<file path="src/rtl/counter_timer_pkg.sv">
// Shared register map and CONFIG/STATUS field positions for the counter/timer block.
package counter_timer_pkg;

   // Byte offsets of the four registers inside one 16-byte channel window.
   localparam logic [3:0] OFS_CONFIG = 4'h0;
   localparam logic [3:0] OFS_VALUE  = 4'h4;
   localparam logic [3:0] OFS_DATA   = 4'h8;
   localparam logic [3:0] OFS_STATUS = 4'hC;

   typedef enum logic [1:0] {
      REG_CONFIG = 2'd0,
      REG_VALUE  = 2'd1,
      REG_DATA   = 2'd2,
      REG_STATUS = 2'd3
   } reg_sel_e;

   // CONFIG field positions; everything above CFG_W-1 reads as zero.
   localparam int CFG_W       = 5;
   localparam int CFG_EN      = 0;
   localparam int CFG_ONESHOT = 1;
   localparam int CFG_UP      = 2;
   localparam int CFG_IRQ_EN  = 3;
   localparam int CFG_CHAIN   = 4;

   // Sticky terminal-count flag in STATUS.
   localparam int STATUS_TC = 0;

   // Byte-lane merge of a bus write into an existing 32-bit register image.
   function automatic logic [31:0] merge_bytes(input logic [31:0] cur,
                                                input logic [31:0] wdat,
                                                input logic [3:0]  sel);
      logic [31:0] res;
      res = cur;
      for (int b = 0; b < 4; b++) begin
         if (sel[b]) res[8*b +: 8] = wdat[8*b +: 8];
      end
      return res;
   endfunction

endpackage

</file>
<file path="src/rtl/counter_timer_multi_if.sv">
// Wishbone classic slave bus bundle for the multi-channel counter/timer.
interface counter_timer_multi_if;
   logic        wb_cyc_i;
   logic        wb_stb_i;
   logic        wb_we_i;
   logic [3:0]  wb_sel_i;
   logic [31:0] wb_adr_i;
   logic [31:0] wb_dat_i;
   logic        wb_ack_o;
   logic [31:0] wb_dat_o;

   modport master (
      output wb_cyc_i, wb_stb_i, wb_we_i, wb_sel_i, wb_adr_i, wb_dat_i,
      input  wb_ack_o, wb_dat_o
   );

   modport slave (
      input  wb_cyc_i, wb_stb_i, wb_we_i, wb_sel_i, wb_adr_i, wb_dat_i,
      output wb_ack_o, wb_dat_o
   );
endinterface

</file>
<file path="src/rtl/counter_timer_chan.sv">
// One counter channel: CONFIG/VALUE/DATA/STATUS registers, step logic and terminal detect.
// tc is combinational from registers so a chained successor steps in the same cycle.
module counter_timer_chan
   import counter_timer_pkg::*;
#(
   parameter int WIDTH = 32
) (
   input  logic             clk,
   input  logic             rst,
   input  logic             wr_en,
   input  reg_sel_e         wr_reg,
   input  logic [3:0]       wr_sel,
   input  logic [31:0]      wr_dat,
   input  logic             chain_in,
   output logic [CFG_W-1:0] cfg,
   output logic [WIDTH-1:0] value,
   output logic [WIDTH-1:0] data,
   output logic             status,
   output logic             tc,
   output logic             irq
);

   logic advance;
   logic at_end;
   logic term;
   logic wr_cfg, wr_value, wr_data, wr_status;

   assign advance   = cfg[CFG_EN] & (~cfg[CFG_CHAIN] | chain_in);
   assign at_end    = cfg[CFG_UP] ? (value == data) : (value == '0);
   assign term      = advance & at_end;
   assign tc        = term;
   assign irq       = status & cfg[CFG_IRQ_EN];

   assign wr_cfg    = wr_en & (wr_reg == REG_CONFIG);
   assign wr_value  = wr_en & (wr_reg == REG_VALUE);
   assign wr_data   = wr_en & (wr_reg == REG_DATA);
   assign wr_status = wr_en & (wr_reg == REG_STATUS);

   // CONFIG: bus write beats the oneshot self-disable on a terminal event.
   always_ff @(posedge clk or posedge rst) begin
      if (rst) begin
         cfg <= '0;
      end else if (wr_cfg) begin
         cfg <= CFG_W'(merge_bytes(32'(cfg), wr_dat, wr_sel));
      end else if (term && cfg[CFG_ONESHOT]) begin
         cfg[CFG_EN] <= 1'b0;
      end
   end

   // VALUE: bus write beats any step or reload; oneshot terminal simply holds.
   always_ff @(posedge clk or posedge rst) begin
      if (rst) begin
         value <= '0;
      end else if (wr_value) begin
         value <= WIDTH'(merge_bytes(32'(value), wr_dat, wr_sel));
      end else if (term) begin
         if (!cfg[CFG_ONESHOT]) value <= cfg[CFG_UP] ? '0 : data;
      end else if (advance) begin
         value <= cfg[CFG_UP] ? value + WIDTH'(1) : value - WIDTH'(1);
      end
   end

   // DATA: reload / compare operand, bus-writable only.
   always_ff @(posedge clk or posedge rst) begin
      if (rst) begin
         data <= '0;
      end else if (wr_data) begin
         data <= WIDTH'(merge_bytes(32'(data), wr_dat, wr_sel));
      end
   end

   // STATUS: sticky terminal flag, write-one-to-clear, a coincident terminal keeps it set.
   always_ff @(posedge clk or posedge rst) begin
      if (rst) begin
         status <= 1'b0;
      end else if (term) begin
         status <= 1'b1;
      end else if (wr_status && wr_sel[0] && wr_dat[STATUS_TC]) begin
         status <= 1'b0;
      end
   end

endmodule

</file>
<file path="src/rtl/counter_timer_multi.sv">
// Multi-channel counter/timer: Wishbone decode, zero-wait-state ack and registered read mux.
module counter_timer_multi
   import counter_timer_pkg::*;
#(
   parameter int          NCH      = 2,
   parameter int          WIDTH    = 32,
   parameter logic [31:0] BASE_ADR = 32'h2000_0000
) (
   input  logic                  wb_clk_i,
   input  logic                  wb_rst_i,
   counter_timer_multi_if.slave  wb,
   output logic [NCH-1:0]        irq,
   output logic [NCH-1:0]        tc
);

   logic             req;
   logic [31:0]      off;
   logic             in_range;
   logic             reg_ok;
   logic             hit;
   logic [2:0]       chan_idx;
   reg_sel_e         reg_sel;
   logic [31:0]      rd_mux;

   logic [CFG_W-1:0] ch_cfg    [NCH];
   logic [WIDTH-1:0] ch_value  [NCH];
   logic [WIDTH-1:0] ch_data   [NCH];
   logic             ch_status [NCH];

   // A transfer is taken in the first request cycle that is not already being acked.
   assign req      = wb.wb_cyc_i & wb.wb_stb_i & ~wb.wb_ack_o;
   assign off      = wb.wb_adr_i - BASE_ADR;
   assign in_range = off[31:4] < 28'(NCH);
   assign chan_idx = off[6:4];
   assign hit      = in_range & reg_ok;

   // Register select within a channel window; misaligned offsets are unmapped.
   always_comb begin
      reg_ok  = 1'b1;
      reg_sel = REG_CONFIG;
      case (off[3:0])
         OFS_CONFIG: reg_sel = REG_CONFIG;
         OFS_VALUE:  reg_sel = REG_VALUE;
         OFS_DATA:   reg_sel = REG_DATA;
         OFS_STATUS: reg_sel = REG_STATUS;
         default:    reg_ok  = 1'b0;
      endcase
   end

   for (genvar n = 0; n < NCH; n++) begin : g_ch
      logic chain_in;
      logic tc_n;
      logic irq_n;

      if (n == 0) begin : g_first
         assign chain_in = 1'b1;
      end else begin : g_next
         assign chain_in = g_ch[n-1].tc_n;
      end

      counter_timer_chan #(.WIDTH(WIDTH)) u_chan (
         .clk      (wb_clk_i),
         .rst      (wb_rst_i),
         .wr_en    (req & wb.wb_we_i & hit & (chan_idx == 3'(n))),
         .wr_reg   (reg_sel),
         .wr_sel   (wb.wb_sel_i),
         .wr_dat   (wb.wb_dat_i),
         .chain_in (chain_in),
         .cfg      (ch_cfg[n]),
         .value    (ch_value[n]),
         .data     (ch_data[n]),
         .status   (ch_status[n]),
         .tc       (tc_n),
         .irq      (irq_n)
      );

      assign tc[n]  = tc_n;
      assign irq[n] = irq_n;
   end

   // Read mux over the addressed channel register; unmapped space returns zero.
   always_comb begin
      rd_mux = '0;
      if (hit) begin
         for (int i = 0; i < NCH; i++) begin
            if (chan_idx == 3'(i)) begin
               case (reg_sel)
                  REG_CONFIG: rd_mux = 32'(ch_cfg[i]);
                  REG_VALUE:  rd_mux = 32'(ch_value[i]);
                  REG_DATA:   rd_mux = 32'(ch_data[i]);
                  REG_STATUS: rd_mux[STATUS_TC] = ch_status[i];
                  default:    rd_mux = '0;
               endcase
            end
         end
      end
   end

   // Single-cycle ack with read data captured on the accepting edge.
   always_ff @(posedge wb_clk_i or posedge wb_rst_i) begin
      if (wb_rst_i) begin
         wb.wb_ack_o <= 1'b0;
         wb.wb_dat_o <= '0;
      end else begin
         wb.wb_ack_o <= req;
         wb.wb_dat_o <= (req && !wb.wb_we_i) ? rd_mux : '0;
      end
   end

endmodule

</file>
<file path="src/flat_wrapper.sv">
// flat-port wrapper written by rule: the top's interface ports become plain ports
module counter_timer_multi_flat import counter_timer_pkg::*;
#(
   parameter int          NCH      = 2,
   parameter int          WIDTH    = 32,
   parameter logic [31:0] BASE_ADR = 32'h2000_0000
)
  (wb_clk_i, wb_rst_i, irq, tc, wb_wb_cyc_i, wb_wb_stb_i, wb_wb_we_i, wb_wb_sel_i, wb_wb_adr_i, wb_wb_dat_i, wb_wb_ack_o, wb_wb_dat_o);
  counter_timer_multi_if wb_i ();
  input  logic wb_clk_i;
  input  logic wb_rst_i;
  output logic [NCH-1:0] irq;
  output logic [NCH-1:0] tc;
  input wire logic [$bits(wb_i.wb_cyc_i)-1:0] wb_wb_cyc_i;
  input wire logic [$bits(wb_i.wb_stb_i)-1:0] wb_wb_stb_i;
  input wire logic [$bits(wb_i.wb_we_i)-1:0] wb_wb_we_i;
  input wire logic [$bits(wb_i.wb_sel_i)-1:0] wb_wb_sel_i;
  input wire logic [$bits(wb_i.wb_adr_i)-1:0] wb_wb_adr_i;
  input wire logic [$bits(wb_i.wb_dat_i)-1:0] wb_wb_dat_i;
  output wire logic [$bits(wb_i.wb_ack_o)-1:0] wb_wb_ack_o;
  output wire logic [$bits(wb_i.wb_dat_o)-1:0] wb_wb_dat_o;
  assign wb_i.wb_cyc_i = wb_wb_cyc_i;
  assign wb_i.wb_stb_i = wb_wb_stb_i;
  assign wb_i.wb_we_i = wb_wb_we_i;
  assign wb_i.wb_sel_i = wb_wb_sel_i;
  assign wb_i.wb_adr_i = wb_wb_adr_i;
  assign wb_i.wb_dat_i = wb_wb_dat_i;
  assign wb_wb_ack_o = wb_i.wb_ack_o;
  assign wb_wb_dat_o = wb_i.wb_dat_o;
  counter_timer_multi #(.NCH(NCH), .WIDTH(WIDTH), .BASE_ADR(BASE_ADR)) u_core (.wb_clk_i(wb_clk_i), .wb_rst_i(wb_rst_i), .wb(wb_i), .irq(irq), .tc(tc));
endmodule
</file>
<file path="config.mk">
export PLATFORM = sky130hd
export DESIGN_NAME = counter_timer_multi_flat
export DESIGN_NICKNAME = d
export VERILOG_FILES = /design/src/rtl/counter_timer_pkg.sv /design/src/rtl/counter_timer_multi_if.sv /design/src/rtl/counter_timer_chan.sv /design/src/rtl/counter_timer_multi.sv /design/src/flat_wrapper.sv
export SDC_FILE = /design/constraint.sdc
export NUM_CORES = 1
export LEC_CHECK = 0
export ABC_AREA = 1
export CAP_MARGIN = 40
export CORE_ASPECT_RATIO = 1.75
export CORE_UTILIZATION = 60
export CTS_CLUSTER_SIZE = 20
export DETAILED_ROUTE_END_ITERATION = 8
export PLACE_DENSITY = 0.78
export REMOVE_ABC_BUFFERS = 1
export SETUP_SLACK_MARGIN = 0.3
export SLEW_MARGIN = 40
export SYNTH_ARGS = -nofsm -noshare
export SYNTH_HDL_FRONTEND = slang
export SYNTH_HIERARCHICAL = 1
export SYNTH_SLANG_ARGS = --single-unit
</file>
<file path="constraint.sdc">
create_clock -name wb_clk_i -period 9.01 [get_ports wb_clk_i]
set_input_delay 0.901 -clock wb_clk_i [delete_from_list [all_inputs] [get_ports wb_clk_i]]
set_output_delay 0.901 -clock wb_clk_i [all_outputs]
set_load 0.02 [all_outputs]
</file>
### Word level (Yosys, flattened, before mapping)

Index checks and enable logic that the tools add are counted.
W data, S select, Z words.

* bits in registers: 173

* reductions and logical operators: 40
* eq/ne operators: 21
* $lt $le $gt $ge: 1
* multiplexer cells: 38
* add/subtract/negate cells: 5
* bitwise gates (word level): 23

Operators by type and width (number)
* $mux W32: 16
* $pmux W31 S3: 2
* $add A32 B1 Y32 const B: 2
* $eq A32 B32 Y1: 2
* $logic_not A32 Y1: 2
* $sub A32 B1 Y32 const B: 2
* $mux W8: 4
* $sub A32 B30 Y32 const B: 1
* $lt A28 B2 Y1 const B: 1
* $reduce_and A2 Y1: 12
* $reduce_and A3 Y1: 8
* $and A1 B1 Y1: 20
* $ne A2 B2 Y1 const B: 10
* $mux W1: 13
* $eq A4 B4 Y1 const B: 2
* $pmux W1 S4: 2
* $reduce_bool A2 Y1: 4
* $logic_and A1 B1 Y1: 7
* $ne A3 B2 Y1 const B: 2
* $pmux W2 S3: 1
* $reduce_bool A3 Y1: 2
* $eq A2 B2 Y1 const B: 2
* $eq A4 B3 Y1 const B: 1
* $logic_not A4 Y1: 1
* 8 further kinds: 9

### Depth between registers and ports, before layout

* depth in word-level cells: 12
* gate-level depth with buffers: 20
* gate-level depth less buffers: 19

### Hierarchy

Netlist, hierarchy kept.

Modules (own cells, without submodules)
* counter_timer_chan (u_core.g_ch[0].u_chan): area an instance 7080.5 um2, instances 1, cells an instance 1259
* counter_timer_chan (u_core.g_ch[1].u_chan): area an instance 7046.8 um2, instances 1, cells an instance 1252
* counter_timer_multi: area an instance 2464.9 um2, instances 1, cells an instance 322

### Worst setup path before layout

OpenSTA, ideal clock, no wires.

* path type: reg2out
* start point: reg u_core.g_ch[0].u_chan.value[21]
* end point: out tc[1]
* required time: 8.109 ns
* arrival time: 2.342 ns
* buffers on the path: 3
* stages on the path, launching flop included: 18
* setup slack: 5.767 ns
* cell sequence: dfrtp_1 > inv_1 > nand2_1 > o21ai_0 > nor2_1 > nand2_1 > nor2_1 > nand3_1 > o21bai_4 > nand2_2 > buf_2 > inv_2 > inv_1 > a21oi_2 > nand2_2 > buf_6 > inv_2 > buf_4

* word-level cells in the longest chain between the ends: 6
* elaborated cells between the ends (all ways): 7

Ends and longest elaborated chain
* start, declared: line counter_timer_chan.sv:16 `output logic [WIDTH-1:0] value,`
* start signal, assigned: line counter_timer_chan.sv:55 `value <= WIDTH'(merge_bytes(32'(value), wr_dat, wr_sel));`
* start signal, assigned: line counter_timer_chan.sv:57 `if (!cfg[CFG_ONESHOT]) value <= cfg[CFG_UP] ? '0 : data;`
* start signal, assigned: line counter_timer_chan.sv:59 `value <= cfg[CFG_UP] ? value + WIDTH'(1) : value - WIDTH'(1);`
* $eq A32 B32 Y1 / $logic_not A32 Y1 (equally long branches): line counter_timer_chan.sv:29 `assign at_end = cfg[CFG_UP] ? (value == data) : (value == '0);`
* $mux W1 (*): line counter_timer_chan.sv:29
* $and A1 B1 Y1 (*): line counter_timer_chan.sv:30 `assign term = advance & at_end;`
* net u_core.g_ch[0].tc_n: line counter_timer_multi.sv:52 `logic tc_n;`
* $or A1 B1 Y1 (*): line counter_timer_chan.sv:28 `assign advance = cfg[CFG_EN] & (~cfg[CFG_CHAIN] | chain_in);`
* $and A1 B1 Y1 (*): line counter_timer_chan.sv:28
* $and A1 B1 Y1 (*): line counter_timer_chan.sv:30
* end, declared: line flat_wrapper.sv:13 `output logic [NCH-1:0] tc;`

The timed path passes the listed nets; every way through them passes the cells marked *.

### Worst setup path in the final report

* start point: reg u_core.g_ch[0].u_chan.value[0]
* end point: out tc[1]

* word-level cells in the longest chain between the ends: 6
* elaborated cells between the ends (all ways): 7

Ends and longest elaborated chain (line)
* $eq A32 B32 Y1 / $logic_not A32 Y1 (equally long branches): counter_timer_chan.sv:29
* $mux W1 (*): counter_timer_chan.sv:29
* $and A1 B1 Y1 (*): counter_timer_chan.sv:30
* $or A1 B1 Y1 (*): counter_timer_chan.sv:28
* $and A1 B1 Y1 (*): counter_timer_chan.sv:28
* $and A1 B1 Y1 (*): counter_timer_chan.sv:30

Mark *: on every way between the ends. The rest lies on a longest branch, timed or not.

==> metrics.txt <==
setup violators final=0; fin util=0.679; Synth top area share=0.283; Fin Setup TNS=0 ns; Setup WS pre-CTS=about 4.0 ns; status=completed; total power draw=roughly 1.7 mW; Die ar.=0.0283 sq mm; cell count of the worst reg-to-reg path=19; chip width=between 100 and 150 microns; Post-synth EDFFs=0; Hold Crit Class=reg2reg; FILL cells=roughly 2600; largest buffer count on any clock path=2; initial antenna violation count=2; drt drc=0; ys flop type=dfrtp_1; vias per cell=5.73; CP Cell Sequence=inv_2 -> nand2_1 -> nand2_1 -> nor2_1 -> nand2_1 -> nor2_1 -> nand3_1 -> o21bai_4 -> nand2_2 -> inv_2 -> inv_1 -> a21oi_2 -> buf_4 -> nand2_2 -> inv_2 -> clkdlybuf4s50_1; Async S/R FF share, synth=1.00; clock buffer count from CTS=17; Worst path depth=16; share of layout cells above drive strength 1=0.0405; crit-path max FO=36; post_cts resized=0; row count=80; delay-heaviest family, CP=buffers and inverters; die height=222 microns; Seq/Total Area, Yosys=0.261; post-CTS setup repair buffer count=0; final hold violations=0; worst path required time=around 8 ns; RSZ-0062 raised after global routing=no; Port Buffers=109; fmax=177 MHz; Detailed Route Iter0 Violations=1964; diode count=0; Setup CP Type=reg2out; I/O pin cnt=110; Core Footprint=0.0272 sq mm; clk root buf=clkbuf_16; IR drop worst, VDD=125 uV; final setup margin=3.37 ns; Worst setup SP type=register; Crit-path slowest cell=clkdlybuf4s50_1; Synth area leader=nand2_1; Seq cells post-synth=173; 1st-pass router iterations=6; clock skew=0.0113 ns; post-DP HPWL=between 40 and 50 mm; P&R area growth vs syn=11.5%; first-pass GRT wire length=roughly 96 mm; most frequent cell after synthesis=nand2_1; Placed Instances=3251; Post-Synthesis Cells=around 2800; routed via count=18800; vias in the first global route=about 18000; Congestion Overflow GR=0; final wirelength=63.2 mm; hold buffer count at CTS=0; Yosys cell types=40; Total Routing Usage GR=0.449; Syn Std Cell Area=~0.017 sq mm; CTS Sinks=173; Post-synth top cells=nand2_1, inv_1, nor2_1; LEAKAGE=10.2 nW; CTS clk-pin slew, worst paths=0.07 ns; placed cell area=0.0179 sq mm; Area contributors post-synth=nand2_1, dfrtp_1, inv_1; headroom to the max-slew limit=0.427; initial core utilization=0.609; min Tclk post-route=5.64 ns; crit-path max cell delay=0.66 ns; worst skew pair latency=0.46 ns; PwrDens=91.0 mW/mm^2; CTS tree=built; final std cells w/o fill=3282; pin count of the biggest net entering global routing=71; Setup crit end kind=output port; Final period util=0.626; worst slew pin tran=around 0.86 ns; max-capacitance violation count=0; Worst Path Buf+Inv=6; hold_ws=0.441 ns; Design Area, Final=0.0185 sq mm; fin nets=3037; post-route ant nets=0; per-cell routed wire length=about 19 microns; Final Max Slew Viols=0; hold path depth=1; GPL Wtd Cong=1.12; Yosys Warn Count=6; syn_area_per_cell=5.86 sq um; CP Data Arrival Time=~4.7 ns; H-tree depth=4
layout by cell type (no fill, tap or decap), drive strengths merged, types with 54 or more instances in the layout:
cell and n:
a22o 54, o21ai 80, a21oi 98, ha 61, nand4 73, nor2 213, dfrtp 173, inv 464
clkdlybuf4s50 109, nand2 1254, nand3 173
area by class of cell:
type	count	area, sq um	area share
multi-input cells	2127	10200	0.550
flip-flops and latches	173	4330	0.234
inverters	461	1730	0.0937
repair buffers	121	1190	0.0643
well taps	369	462	0.0250
clock buffers	18	429	0.0232
clock inverters	13	190	0.0103
state kept, by name, indices dropped and copies added, names as in the netlist:
| register | count |
|---|---|
| u_core/wb.wb_ack_o | 1 |
| u_core/wb.wb_dat_o | 32 |
| u_core/g_ch.u_chan/value | 64 |
| u_core/g_ch.u_chan/cfg | 10 |
| u_core/g_ch.u_chan/status | 2 |
| u_core/g_ch.u_chan/data | 64 |
power breakdown:
part | leakage (nW) | switching, mW | internal, mW
clock network | 0.289 | 0.342 | 0.465
logic | 7.80 | 0.0612 | 0.0386
registers | 2.10 | 0.000121 | 0.776
cell families after synthesis:
family / share of synthesized area
muxes: 0.00407
and+or+nand+nor: 0.434
adders and majority gates: 0.0484
AOI/OAI and AO/OA: 0.0926
buffers and inverters: 0.127
DFF: 0.261
xor gates and xnor gates: 0.0327
other: 0.000226
per-layer routing:
| metal | part of all wire | global-route usage |
|---|---|---|
| met1 | 0.34 | 0.467 |
| met2 | 0.49 | 0.767 |
| met3 | 0.076 | 0.0874 |
| met4 | 0.098 | 0.385 |
| met5 | 0.00041 | 0 |
final timing paths:
check	from	endpoint	slack, ns
max	u_core/g_ch[0].u_chan/value[0]	tc[1]	3.37
min	u_core/wb.wb_ack_o	u_core/wb.wb_ack_o	0.44
max reg2reg	u_core/g_ch[0].u_chan/value[0]	u_core/g_ch[1].u_chan/value[2]	4.82
min reg2reg	u_core/wb.wb_ack_o	u_core/wb.wb_ack_o	0.44
max in group asynchronous	wb_rst_i	u_core/g_ch[1].u_chan/data[9]	7.48
min in group asynchronous	wb_rst_i	u_core/wb.wb_dat_o[28]	0.96
Note: power is estimated with default switching activity, not from simulation.
